--- config.mk ---
export PLATFORM = sky130hd
export DESIGN_NAME = ccff_bitstream_loader
export DESIGN_NICKNAME = d
export VERILOG_FILES = /design/src/rtl/ccff_bitstream_loader.sv
export SDC_FILE = /design/constraint.sdc
export NUM_CORES = 1
export LEC_CHECK = 0
export CAP_MARGIN = 20
export CORE_UTILIZATION = 52
export CTS_CLUSTER_SIZE = 28
export DETAILED_ROUTE_END_ITERATION = 12
export GPL_TIMING_DRIVEN = 0
export PLACE_DENSITY_LB_ADDON = 0.25
export SETUP_SLACK_MARGIN = 0.15
export SLEW_MARGIN = 20
export SYNTH_ARGS = -nofsm -noshare
export SYNTH_HDL_FRONTEND = slang
export SYNTH_SLANG_ARGS = --single-unit
export TNS_END_PERCENT = 5
--- constraint.sdc ---
create_clock -name prog_clk -period 1.95 [get_ports prog_clk]
set_clock_uncertainty 0.1 [all_clocks]
set_input_delay 0.4875 -clock prog_clk [delete_from_list [all_inputs] [get_ports prog_clk]]
set_output_delay 0.4875 -clock prog_clk [all_outputs]
set_load 0.02 [all_outputs]
--- src/rtl/ccff_bitstream_loader.sv ---
// ccff_bitstream_loader: serialises configuration words LSB-first onto a tile configuration chain (optional readback: CCFF_LOADER_READBACK_EN).
// Latency: start -> word_ready next cycle; word accept -> shift_en for the next min(WORD_W, remaining) cycles; done 1 cycle after last shift.
// Backpressure: word_ready is high only in LOAD; word_valid low there stalls the load with shift_en=0 and the chain holding.
module ccff_bitstream_loader #(
    parameter int CHAIN_LEN = 24,
    parameter int WORD_W    = 8,
    parameter int CNT_W     = $clog2(CHAIN_LEN + 1)
) (
    input  logic              prog_clk,
    input  logic              prog_reset_n,
    input  logic              start,
    input  logic              abort,
    input  logic [WORD_W-1:0] word_data,
    input  logic              word_valid,
    output logic              word_ready,
    output logic              ccff_head,
    output logic              shift_en,
    input  logic              ccff_tail_in,
`ifdef CCFF_LOADER_READBACK_EN
    output logic              rb_bit,
    output logic              rb_valid,
`endif
    output logic              busy,
    output logic              done,
    output logic              aborted
);

    localparam int               IDX_W    = (WORD_W > 1) ? $clog2(WORD_W) : 1;
    localparam logic [IDX_W-1:0] LAST_IDX = IDX_W'(WORD_W - 1);
    localparam logic [CNT_W-1:0] FULL_CNT = CNT_W'(CHAIN_LEN);
    localparam logic [CNT_W-1:0] ONE_CNT  = CNT_W'(1);

    typedef enum logic [1:0] {
        IDLE  = 2'd0,
        LOAD  = 2'd1,
        SHIFT = 2'd2,
        DONE  = 2'd3
    } state_t;

    state_t            state;
    logic [WORD_W-1:0] shreg;      // bits of the current word not yet presented on ccff_head
    logic [CNT_W-1:0]  remaining;  // chain bits still to be shifted, including the one on ccff_head now
    logic [IDX_W-1:0]  bit_idx;    // position within the current word of the bit on ccff_head

    // Load sequencer: all outputs are registered so ccff_head and shift_en change together.
    always_ff @(posedge prog_clk) begin
        if (!prog_reset_n) begin
            state      <= IDLE;
            shreg      <= '0;
            remaining  <= '0;
            bit_idx    <= '0;
            word_ready <= 1'b0;
            ccff_head  <= 1'b0;
            shift_en   <= 1'b0;
            busy       <= 1'b0;
            done       <= 1'b0;
            aborted    <= 1'b0;
        end else begin
            done    <= 1'b0;
            aborted <= 1'b0;
            case (state)
                IDLE: begin
                    // abort in the same cycle as start cancels the request
                    if (start && !abort) begin
                        state      <= LOAD;
                        word_ready <= 1'b1;
                        busy       <= 1'b1;
                        remaining  <= FULL_CNT;
                        bit_idx    <= '0;
                    end
                end
                LOAD: begin
                    if (abort) begin
                        state      <= IDLE;
                        word_ready <= 1'b0;
                        busy       <= 1'b0;
                        aborted    <= 1'b1;
                    end else if (word_valid) begin
                        state      <= SHIFT;
                        word_ready <= 1'b0;
                        shift_en   <= 1'b1;
                        ccff_head  <= word_data[0];
                        shreg      <= word_data >> 1;
                        bit_idx    <= '0;
                    end
                end
                SHIFT: begin
                    if (abort) begin
                        state     <= IDLE;
                        shift_en  <= 1'b0;
                        ccff_head <= 1'b0;
                        busy      <= 1'b0;
                        aborted   <= 1'b1;
                    end else begin
                        remaining <= remaining - ONE_CNT;
                        if (remaining == ONE_CNT) begin
                            // last chain bit: upper bits of a partial word are dropped here
                            state     <= DONE;
                            shift_en  <= 1'b0;
                            ccff_head <= 1'b0;
                            busy      <= 1'b0;
                            done      <= 1'b1;
                        end else if (bit_idx == LAST_IDX) begin
                            state      <= LOAD;
                            shift_en   <= 1'b0;
                            ccff_head  <= 1'b0;
                            word_ready <= 1'b1;
                        end else begin
                            ccff_head <= shreg[0];
                            shreg     <= shreg >> 1;
                            bit_idx   <= bit_idx + IDX_W'(1);
                        end
                    end
                end
                DONE: begin
                    state <= IDLE;
                end
                default: begin
                    state <= IDLE;
                end
            endcase
        end
    end

`ifdef CCFF_LOADER_READBACK_EN
    // Capture the bit leaving the chain tail on every shifting edge.
    always_ff @(posedge prog_clk) begin
        if (!prog_reset_n) begin
            rb_bit   <= 1'b0;
            rb_valid <= 1'b0;
        end else begin
            rb_valid <= shift_en;
            if (shift_en) begin
                rb_bit <= ccff_tail_in;
            end
        end
    end
`else
    logic unused_tail;
    assign unused_tail = ccff_tail_in;
`endif

endmodule

==> flow_metrics.env, run 1 <==
export IMPL_crit_path_end_kind="primary output"
export IMPL_h_tree_depth=1
export IMPL_crit_cells=1
export IMPL_syn_area_mm2=0.001280
export IMPL_drc_errors=0
export IMPL_layout_area_overhead_vs_synth_pct=25.12
export IMPL_start_kind="flip-flop"
export IMPL_synth_edff_count=0
export IMPL_mostFrequentLayoutCell="dfxtp_1"
export IMPL_die_x_um=51.62
export IMPL_postRouteAntennaNets=0
export IMPL_min_period_ns=1.867
export IMPL_cts_made_buffers=3
export IMPL_wl_mm=2.919
export IMPL_setup_viol=0
export IMPL_ys_warn_count=0
export IMPL_grt_max_degree=15
export IMPL_met3_usage_pct=6.433
export IMPL_cts_tree="built"
export IMPL_die_area_mm2=0.002664
export IMPL_grtUsageMet2_pct=38.53
export IMPL_wl_per_cell_um=15.44
export IMPL_holdBufCountCts=0
export IMPL_finalPower_mw=1.063
export IMPL_grt_met1_usage_pct=28.37
export IMPL_critPathMaxFanout=2
export IMPL_p_leak_nw=0.6099
export IMPL_start_util_pct=56.24
export IMPL_reg2reg_slack_ns=0.10
export IMPL_max_vdd_ir_drop_v=0.0005808
export IMPL_clockBufferDepth=2
export IMPL_drv_cap=0
export IMPL_port_buffers=17
export IMPL_antenna_found_initial=0
export IMPL_hold_path_class="flip-flop to flip-flop"
export IMPL_seq_area_frac_synth_pct=35.97
export IMPL_firstDrtPassIters=4
export IMPL_grt_ovfl_total=0
export IMPL_die_height_um=51.62
export IMPL_worst_pin_slew_ns=0.5190
export IMPL_path_clk_slew_ns=0.14
export IMPL_cp_top_family="buffers and inverters"
export IMPL_critPathLaunch="word_ready$_SDFFE_PN0P_"
export IMPL_hold_worst_slack_ns=0.3684
export IMPL_route_vias_total=1129
export IMPL_synth_seq_cells=23
export IMPL_slew_viol_final=0
export IMPL_rsz0062_at_grt="true"
export IMPL_syn_avg_cell_area_um2=9.275
export IMPL_max_freq_mhz=535.6
export IMPL_synth_async_reset_ratio_pct=0
export IMPL_cts_root_buffer="clkbuf_4"
export IMPL_io_pins=20
export IMPL_critPathMaxStageDelay_ns=0.60
export IMPL_final_cell_mix="dfxtp_1, clkdlybuf4s50_1, nand2_1"
export IMPL_pwr_density_cell_mw_per_mm2=663.9
export IMPL_syn_inst=138
export IMPL_critical_path_class="flip-flop to primary output"
export IMPL_crit_end="word_ready"
export IMPL_path_buf_inv=1
export IMPL_diodes=0
export IMPL_grt_pass1_wl_mm=4.560
export IMPL_vias_per_cell=5.974
export IMPL_maxSlewHeadroom_pct=65.40
export IMPL_r2r_end="shreg[1]$_SDFFE_PN0P_"
export IMPL_worstPathRequired_ns=1.36
export IMPL_dp_final_hpwl_mm=2.049
export IMPL_synth_fp_nets=162
export IMPL_grt_use_total_pct=22.77
export IMPL_grt_pass1_vias=1066
export IMPL_hold_viol=0
export IMPL_routabilityCongestion=0.8955
export IMPL_synth_top_flop_cell="dfxtp_1"
export IMPL_synth_cell_types=39
export IMPL_fin_crit_sh_pct=95.74
export IMPL_grt_busiest_layer="met2"
export IMPL_final_util_pct=70.37
export IMPL_arrival_ns=1.28
export IMPL_r2r_start="remaining[1]$_SDFFE_PN0P_"
export IMPL_status="completed"
export IMPL_placed_area_mm2=0.001485
export IMPL_path_cells="clkdlybuf4s50_1"
export IMPL_reg2reg_depth=8
export IMPL_slowest_stage="clkdlybuf4s50_1"
export IMPL_fp_coreArea_mm2=0.002276
export IMPL_drive_above_1_share_pct=15.53
export IMPL_worst_skew_pair_late_latency_ns=0.32
export IMPL_final_nets=186
export IMPL_fin_area_mm2=0.001602
export IMPL_row_count=17
export IMPL_dr_first_iter_drc_count=22
export IMPL_clock_sinks=23
sequential cells by signal, summed over array words and instances (netlist names):
register	flops
ccff_head	1
state	2
done	1
remaining	5
shift_en	1
aborted	1
busy	1
bit_idx	3
word_ready	1
shreg	7
layer usage:
metal | vias to the layer above | part of all wire (%)
met5 | - | 0
met4 | 0 | 0.55
met3 | 2 | 5.4
met2 | 35 | 49
met1 | 540 | 45
li1 | 552 | -
power by group:
part	total (mW)	leakage (nW)	internal, mW	switching [mW]
Sequential	0.536	0.189	0.507	0.0291
Combinational	0.293	0.407	0.142	0.150
Clock	0.234	0.0139	0.0785	0.156
worst min-delay path by stage:
stage / startpoint / end / slack (ns) / cells after the start
3_3_place_gp: shreg[6]$_SDFFE_PN0P_ / shreg[6]$_SDFFE_PN0P_ / 0.34 / 2
2_1_floorplan: shreg[6]$_SDFFE_PN0P_ / shreg[6]$_SDFFE_PN0P_ / 0.33 / 2
5_1_grt: word_ready$_SDFFE_PN0P_ / word_ready$_SDFFE_PN0P_ / 0.38 / 2
4_1_cts: shreg[6]$_SDFFE_PN0P_ / shreg[6]$_SDFFE_PN0P_ / 0.37 / 2
6_report: word_ready$_SDFFE_PN0P_ / word_ready$_SDFFE_PN0P_ / 0.37 / 2
3_5_place_dp: word_ready$_SDFFE_PN0P_ / word_ready$_SDFFE_PN0P_ / 0.35 / 2
synth_stat cells, types with 2 or more instances:
cell / n / area [um^2]
mux2i_1: 10 / 100.1
o21ai_0: 3 / 15.01
nor3_1: 5 / 25.02
o22ai_1: 3 / 18.77
or3b_1: 3 / 26.28
inv_1: 10 / 37.54
and3_1: 3 / 18.77
buf_2: 2 / 10.01
nor2_1: 2 / 7.510
o21a_1: 6 / 45.04
nor2b_1: 2 / 12.51
a31oi_1: 6 / 37.54
clkbuf_1: 3 / 11.26
nand3_1: 2 / 10.01
a21oi_1: 7 / 35.03
a221oi_1: 2 / 17.52
or4_1: 2 / 15.01
xnor2_1: 2 / 17.52
ha_1: 10 / 125.1
nand2b_1: 4 / 25.02
dfxtp_1: 23 / 460.4
nand4_1: 2 / 12.51
nand2_1: 10 / 37.54
timing repair:
item	in CTS	in global routing
buffers inserted	0	2
resized for setup	2	18
pin swaps	0	2
endpoints found under the setup margin	19	26
final cells by class:
class	instances	area, um^2
clock buffers	3	22.52
fillers	182	674.4
inverters	10	37.54
repair buffers	19	186.4
flip-flops and latches	23	462.9
well taps	28	35.03
plain buffers	6	35.03
clock inverters	1	7.507
multi-input cells	99	814.5
through the flow:
stage / worst slack [ns] / std cells / setup TNS, ns
after floorplan: 0.2452 / 138 / 0
after global placement: -0.1992 / 183 / -1.832
after detailed placement: -0.2048 / 183 / -2.346
after CTS: 0.06099 / 187 / 0
after global routing: 0.01502 / 189 / 0
final: 0.08310 / 189 / 0
cell families (layout without fill, tap and decap cells):
logic type / count (synthesis) / after routing / synth area share [%]
flip-flops: 23 / 23 / 35.97
AND/OR/NAND/NOR: 39 / 39 / 18.28
AO/OA/AOI/OAI: 36 / 36 / 19.55
XOR/XNOR: 3 / 3 / 2.053
adder cells (fa/ha/maj): 10 / 10 / 9.775
multiplexers: 11 / 11 / 8.895
buffers and inverters: 16 / 39 / 5.474
(Power assumes the default switching activity.)
==> inputs of run 2 (changes only) <==
--- a/config.mk
+++ b/config.mk
@@ -5,14 +5,14 @@
 export SDC_FILE = /design/constraint.sdc
 export NUM_CORES = 1
 export LEC_CHECK = 0
-export CAP_MARGIN = 20
 export CORE_UTILIZATION = 52
 export CTS_CLUSTER_SIZE = 28
 export DETAILED_ROUTE_END_ITERATION = 12
 export GPL_TIMING_DRIVEN = 0
 export PLACE_DENSITY_LB_ADDON = 0.25
+export RECOVER_POWER = 25
 export SETUP_SLACK_MARGIN = 0.15
-export SLEW_MARGIN = 20
+export SLEW_MARGIN = 10
 export SYNTH_ARGS = -nofsm -noshare
 export SYNTH_HDL_FRONTEND = slang
 export SYNTH_SLANG_ARGS = --single-unit
==> run 2 against run 1 <==
Flip-flop and latch count unchanged; critical endpoint unchanged; via count rose by 0.97%; total power down 0.19%; final cell count stayed put; wire length shrank 0.27%; clock-buffer cell count unchanged; clock power about the same; largest power group unchanged; core utilization is 0.38 points lower; design area fell by 0.55%; hold slack about the same; critical path type unchanged; global-route usage did not move; critical path depth stayed put.
==> flow_metrics.env, run 2 (same netlist as run 1, synthesis figures left out) <==
export IMPL_crit_end="word_ready"
export IMPL_final_seq_area_um2=462.9
export IMPL_finalPower_mw=1.061
export IMPL_crit_path_end_kind="primary output"
export IMPL_critPathMaxStageDelay_ns=0.60
export IMPL_switching_share_pct=31.56
export IMPL_slew_viol_final=0
export IMPL_drv_cap=0
export IMPL_firstDrtPassIters=4
export IMPL_start_kind="flip-flop"
export IMPL_power_switching_uw=334.9
export IMPL_clockBufferDepth=2
export IMPL_port_buffers=17
export IMPL_crit_cells=1
export IMPL_drive_above_1_share_pct=15.53
export IMPL_slowest_stage="clkdlybuf4s50_1"
export IMPL_status="completed"
export IMPL_clock_sinks=23
export IMPL_die_area_mm2=0.002664
export IMPL_path_clk_slew_ns=0.14
export IMPL_fin_crit_sh_pct=95.72
export IMPL_multiInputGateArea_um2=814.5
export IMPL_grt_ovfl_total=0
export IMPL_worst_pin_slew_ns=0.5205
export IMPL_cts_made_buffers=3
export IMPL_grt_busiest_layer="met2"
export IMPL_min_period_ns=1.867
export IMPL_final_util_pct=69.98
export IMPL_critical_path_class="flip-flop to primary output"
export IMPL_pwr_share_seq_pct=50.5
export IMPL_cp_top_family="buffers and inverters"
export IMPL_cts_tree="built"
export IMPL_critPathLaunch="word_ready$_SDFFE_PN0P_"
export IMPL_route_vias_total=1140
export IMPL_vias_per_cell=6.032
export IMPL_path_cells="clkdlybuf4s50_1"
export IMPL_met3_usage_pct=6.433
export IMPL_arrival_ns=1.28
export IMPL_dp_final_hpwl_mm=2.049
export IMPL_reg2reg_slack_ns=0.10
export IMPL_combPwrFrac_pct=27.4
export IMPL_critPathMaxFanout=2
export IMPL_start_util_pct=56.24
export IMPL_holdBufCountCts=0
export IMPL_wl_per_cell_um=15.40
export IMPL_path_buf_inv=1
export IMPL_grt_pass1_vias=1066
export IMPL_diodes=0
export IMPL_dr_first_iter_drc_count=25
export IMPL_grt_met1_usage_pct=28.37
export IMPL_pwr_density_cell_mw_per_mm2=666.3
export IMPL_io_pins=20
export IMPL_antenna_found_initial=0
export IMPL_grt_use_total_pct=22.77
export IMPL_hold_path_class="flip-flop to flip-flop"
export IMPL_grtUsageMet2_pct=38.53
export IMPL_reg2reg_depth=8
export IMPL_grt_max_degree=15
export IMPL_postRouteAntennaNets=0
export IMPL_r2r_start="remaining[1]$_SDFFE_PN0P_"
export IMPL_mostFrequentLayoutCell="dfxtp_1"
export IMPL_wl_mm=2.911
export IMPL_cts_root_buffer="clkbuf_4"
export IMPL_regMostFlops="shreg"
export IMPL_die_height_um=51.62
export IMPL_max_vdd_ir_drop_v=0.0005804
export IMPL_max_freq_mhz=535.7
export IMPL_largest_register_ff_count=7
export IMPL_p_int_uw=726.3
export IMPL_drc_errors=0
export IMPL_h_tree_depth=1
export IMPL_maxSlewHeadroom_pct=65.30
export IMPL_row_count=17
export IMPL_hold_viol=0
export IMPL_rsz0062_at_grt="true"
export IMPL_top_regs="shreg x7, remaining x5, bit_idx x3"
export IMPL_hold_worst_slack_ns=0.3684
export IMPL_p_leak_nw=0.5900
export IMPL_setup_viol=0
export IMPL_worst_skew_pair_late_latency_ns=0.32
export IMPL_r2r_end="shreg[1]$_SDFFE_PN0P_"
export IMPL_n_fill_cell=185
export IMPL_fp_coreArea_mm2=0.002276
export IMPL_die_x_um=51.62
export IMPL_routabilityCongestion=0.8955
export IMPL_final_nets=186
export IMPL_grt_pass1_wl_mm=4.560
export IMPL_final_cell_mix="dfxtp_1, clkdlybuf4s50_1, nand2_1"
export IMPL_clockPowerShare_pct=22.0
export IMPL_layout_area_overhead_vs_synth_pct=24.44
export IMPL_worstPathRequired_ns=1.36
run 2: cell types whose count changed in the layout (fill, tap and decap cells not counted), sizes merged:
| cell | change |
|---|---|
| clkbuf | +1 |
| dlymetal6s2s | -1 |
run 2: power groups by stage:
stage                     Sequential [mW]  Combinational, mW  Clock (mW)
after floorplan                     0.557              0.160           0
after global placement              0.542              0.258           0
after detailed placement            0.546              0.262           0
after CTS                           0.535              0.265       0.236
after global routing                0.540              0.315       0.255
final                               0.536              0.291       0.234
run 2: worst register-to-register path, delay by kind of cell (launching register included):
family                   cells  cell delay, ns
AO/OA/AOI/OAI                2            0.24
AND/OR/NAND/NOR              2            0.52
adder cells (fa/ha/maj)      1            0.16
buffers and inverters        3            0.39
flip-flops                   1            0.35
run 2: cell type report:
| class | instances | share of cell area, % |
|---|---|---|
| buffer | 6 | 2.200 |
| clock buffer | 3 | 1.414 |
| sequential | 23 | 29.07 |
| clock inverter | 1 | 0.4713 |
| inverter | 10 | 2.357 |
| multi-input combinational | 99 | 51.14 |
| tap | 28 | 2.200 |
| timing repair buffer | 19 | 11.15 |
run 2: stage by stage:
stage | setup slack [ns] | cell area (um^2) | setup TNS [ns] | cells
CTS | 0.06099 | 1523 | 0 | 187
global route | 0.01502 | 1593 | 0 | 189
detailed placement | -0.2048 | 1485 | -2.346 | 183
finish | 0.08337 | 1593 | 0 | 189
floorplan | 0.2452 | 1280 | 0 | 138
global placement | -0.1992 | 1485 | -1.832 | 183
run 2: worst min path at each step:
stage                                        from                 endpoint  slack, ns  depth (start not counted)
after global placement      shreg[6]$_SDFFE_PN0P_    shreg[6]$_SDFFE_PN0P_       0.34                          2
after detailed placement  word_ready$_SDFFE_PN0P_  word_ready$_SDFFE_PN0P_       0.35                          2
after floorplan             shreg[6]$_SDFFE_PN0P_    shreg[6]$_SDFFE_PN0P_       0.33                          2
final                     word_ready$_SDFFE_PN0P_  word_ready$_SDFFE_PN0P_       0.37                          2
after CTS                   shreg[6]$_SDFFE_PN0P_    shreg[6]$_SDFFE_PN0P_       0.37                          2
after global routing      word_ready$_SDFFE_PN0P_  word_ready$_SDFFE_PN0P_       0.38                          2
run 2: repair_timing:
item                       4_1_cts  5_1_grt
gates cloned                     0        0
setup endpoints to repair       19       26
pin swaps                        0        2
gates resized for setup          2       18
setup buffers                    0        2
run 2: metal layers:
layer | vias to the layer above | part of all wire [%]
met5 | - | 0
met2 | 37 | 49
met3 | 2 | 5.9
met4 | 0 | 0.55
met1 | 551 | 44
li1 | 550 | -
==> inputs of run 3 (changes only) <==
--- a/config.mk
+++ b/config.mk
@@ -5,6 +5,7 @@
 export SDC_FILE = /design/constraint.sdc
 export NUM_CORES = 1
 export LEC_CHECK = 0
+export CORE_MARGIN = 5
 export CORE_UTILIZATION = 52
 export CTS_CLUSTER_SIZE = 28
 export DETAILED_ROUTE_END_ITERATION = 12
==> run 3 against run 2 <==
Clock-buffer cell count is the same; non-clock buffer count grew 3; critical path depth is the same; combinational power is essentially flat; critical path type unchanged.
==> flow_metrics.env, run 3 (same netlist as run 1, synthesis figures left out) <==
export IMPL_regMostFlops="shreg"
export IMPL_setup_viol=0
export IMPL_pwr_share_seq_pct=51.0
export IMPL_antenna_found_initial=0
export IMPL_grt_busiest_layer="met2"
export IMPL_row_count=18
export IMPL_routabilityCongestion=0.8868
export IMPL_critical_path_class="flip-flop to primary output"
export IMPL_hold_worst_slack_ns=0.3725
export IMPL_slowest_stage="clkdlybuf4s50_1"
export IMPL_start_util_pct=53.12
export IMPL_hold_path_end="word_ready$_SDFFE_PN0P_"
export IMPL_max_vdd_ir_drop_v=0.0004661
export IMPL_grt_pass1_wl_mm=4.498
export IMPL_dr_first_iter_drc_count=22
export IMPL_vias_per_cell=5.820
export IMPL_layout_area_overhead_vs_synth_pct=26.10
export IMPL_pwr_density_cell_mw_per_mm2=650.0
export IMPL_clock_sinks=23
export IMPL_wl_mm=2.942
export IMPL_path_cells="clkdlybuf4s50_1"
export IMPL_slew_viol_final=0
export IMPL_worst_pin_slew_ns=0.5228
export IMPL_die_area_mm2=0.003554
export IMPL_worstPathRequired_ns=1.36
export IMPL_h_tree_depth=1
export IMPL_hold_start="word_ready$_SDFFE_PN0P_"
export IMPL_met3_usage_pct=2.397
export IMPL_grt_pass1_vias=1068
export IMPL_setup_slack_ns=0.08712
export IMPL_io_pins=20
export IMPL_fin_crit_sh_pct=95.53
export IMPL_max_freq_mhz=536.8
export IMPL_fp_coreArea_mm2=0.002410
export IMPL_start_kind="flip-flop"
export IMPL_hold_path_class="flip-flop to flip-flop"
export IMPL_die_x_um=59.62
export IMPL_maxSlewHeadroom_pct=65.15
export IMPL_r2r_end="ccff_head$_SDFFE_PN0P_"
export IMPL_top_regs="shreg x7, remaining x5, bit_idx x3"
export IMPL_cts_made_buffers=3
export IMPL_arrival_ns=1.28
export IMPL_p_leak_nw=0.6128
export IMPL_final_nets=189
export IMPL_critPathMaxFanout=2
export IMPL_clockBufferDepth=2
export IMPL_reg2reg_depth=6
export IMPL_worst_skew_pair_late_latency_ns=0.32
export IMPL_postRouteAntennaNets=0
export IMPL_min_period_ns=1.863
export IMPL_largest_register_ff_count=7
export IMPL_firstDrtPassIters=4
export IMPL_status="completed"
export IMPL_grt_max_degree=14
export IMPL_route_vias_total=1129
export IMPL_path_clk_slew_ns=0.12
export IMPL_path_buf_inv=1
export IMPL_cts_root_buffer="clkbuf_4"
export IMPL_grt_use_total_pct=16.66
export IMPL_cp_top_family="buffers and inverters"
export IMPL_clockPowerShare_pct=21.4
export IMPL_grt_met1_usage_pct=20.16
export IMPL_placed_area_mm2=0.001488
export IMPL_port_buffers=17
export IMPL_n_fill_cell=193
export IMPL_whs_path_depth=2
export IMPL_wl_per_cell_um=15.16
export IMPL_die_height_um=59.62
export IMPL_drv_cap=0
export IMPL_reg2reg_slack_ns=0.09
export IMPL_grtUsageMet2_pct=28.71
export IMPL_p_int_uw=724.5
export IMPL_fin_area_mm2=0.001614
export IMPL_power_switching_uw=324.6
export IMPL_final_cell_mix="dfxtp_1, clkdlybuf4s50_1, nand2_1"
export IMPL_critPathMaxStageDelay_ns=0.60
export IMPL_hold_viol=0
export IMPL_crit_path_end_kind="primary output"
export IMPL_drc_errors=0
export IMPL_cts_tree="built"
export IMPL_switching_share_pct=30.94
export IMPL_diodes=0
export IMPL_combPwrFrac_pct=27.6
export IMPL_r2r_start="state[0]$_SDFFE_PN0P_"
export IMPL_place_ws_ns=-0.2037
export IMPL_dp_final_hpwl_mm=2.079
export IMPL_mostFrequentLayoutCell="dfxtp_1"
export IMPL_drive_above_1_share_pct=15.24
export IMPL_rsz0062_at_grt="true"
export IMPL_grt_ovfl_total=0
## run 3: changes by cell type in the layout (fill, tap and decap cells not counted), sizes merged
cell and change:
buf +3, clkinv +1, clkdlybuf4s50 -1, dlygate4sd3 +1, clkinvlp -1
## run 3: how the worst max path moves through the flow
stage                             from                        end  slack (ns)  cells after the start
2_1_floorplan  bit_idx[0]$_SDFFE_PN0P_      shift_en$_SDFFE_PN0P_        0.25                      6
3_3_place_gp                word_valid      shreg[0]$_SDFFE_PN0P_       -0.19                      6
3_5_place_dp                word_valid      shreg[0]$_SDFFE_PN0P_       -0.20                      6
4_1_cts          state[0]$_SDFFE_PN0P_  remaining[2]$_SDFFE_PN0P_        0.05                      6
5_1_grt          state[0]$_SDFFE_PN0P_      state[1]$_SDFFE_PN0P_       0.009                      6
6_report             busy$_SDFFE_PN0P_                       busy        0.09                      1
## run 3: power groups by stage
stage	Clock (mW)	Combinational (mW)	Sequential (mW)
floorplan	0	0.160	0.557
global placement	0	0.258	0.542
detailed placement	0	0.262	0.546
CTS	0.233	0.267	0.535
global route	0.245	0.312	0.540
finish	0.225	0.289	0.535
## run 3: cell type report
cell class / instances / area, um^2 / area share [%]
Multi-Input combinational cell: 99 / 809.5 / 50.15
Inverter: 10 / 37.54 / 2.326
Timing Repair Buffer: 22 / 200.2 / 12.40
Buffer: 6 / 38.79 / 2.403
Sequential cell: 23 / 462.9 / 28.68
Clock buffer: 3 / 22.52 / 1.395
Tap cell: 30 / 37.54 / 2.326
Clock inverter: 1 / 5.005 / 0.3101
## run 3: per-stage QoR
stage	TNS, ns	power (mW)	instances	util, %
floorplan	0	0.7174	138	-
global placement	-1.631	0.8009	185	61.73
detailed placement	-2.115	0.8080	185	61.73
CTS	0	1.035	189	63.66
global route	0	1.097	194	66.98
finish	0	1.049	194	66.98
## run 3: layer usage
| layer | wire (um) | part of all wire, % |
|---|---|---|
| met5 | 0 | 0 |
| met4 | 74 | 2.5 |
| met3 | 123 | 4.2 |
| met2 | 1398 | 48 |
| met1 | 1346 | 46 |
## run 3: timing repair
item / 4_1_cts / 5_1_grt
resized for setup: 4 / 14
pin swaps: 0 / 2
buffers inserted: 0 / 5
endpoints found under the setup margin: 19 / 26
hold buffers: 0 / 0
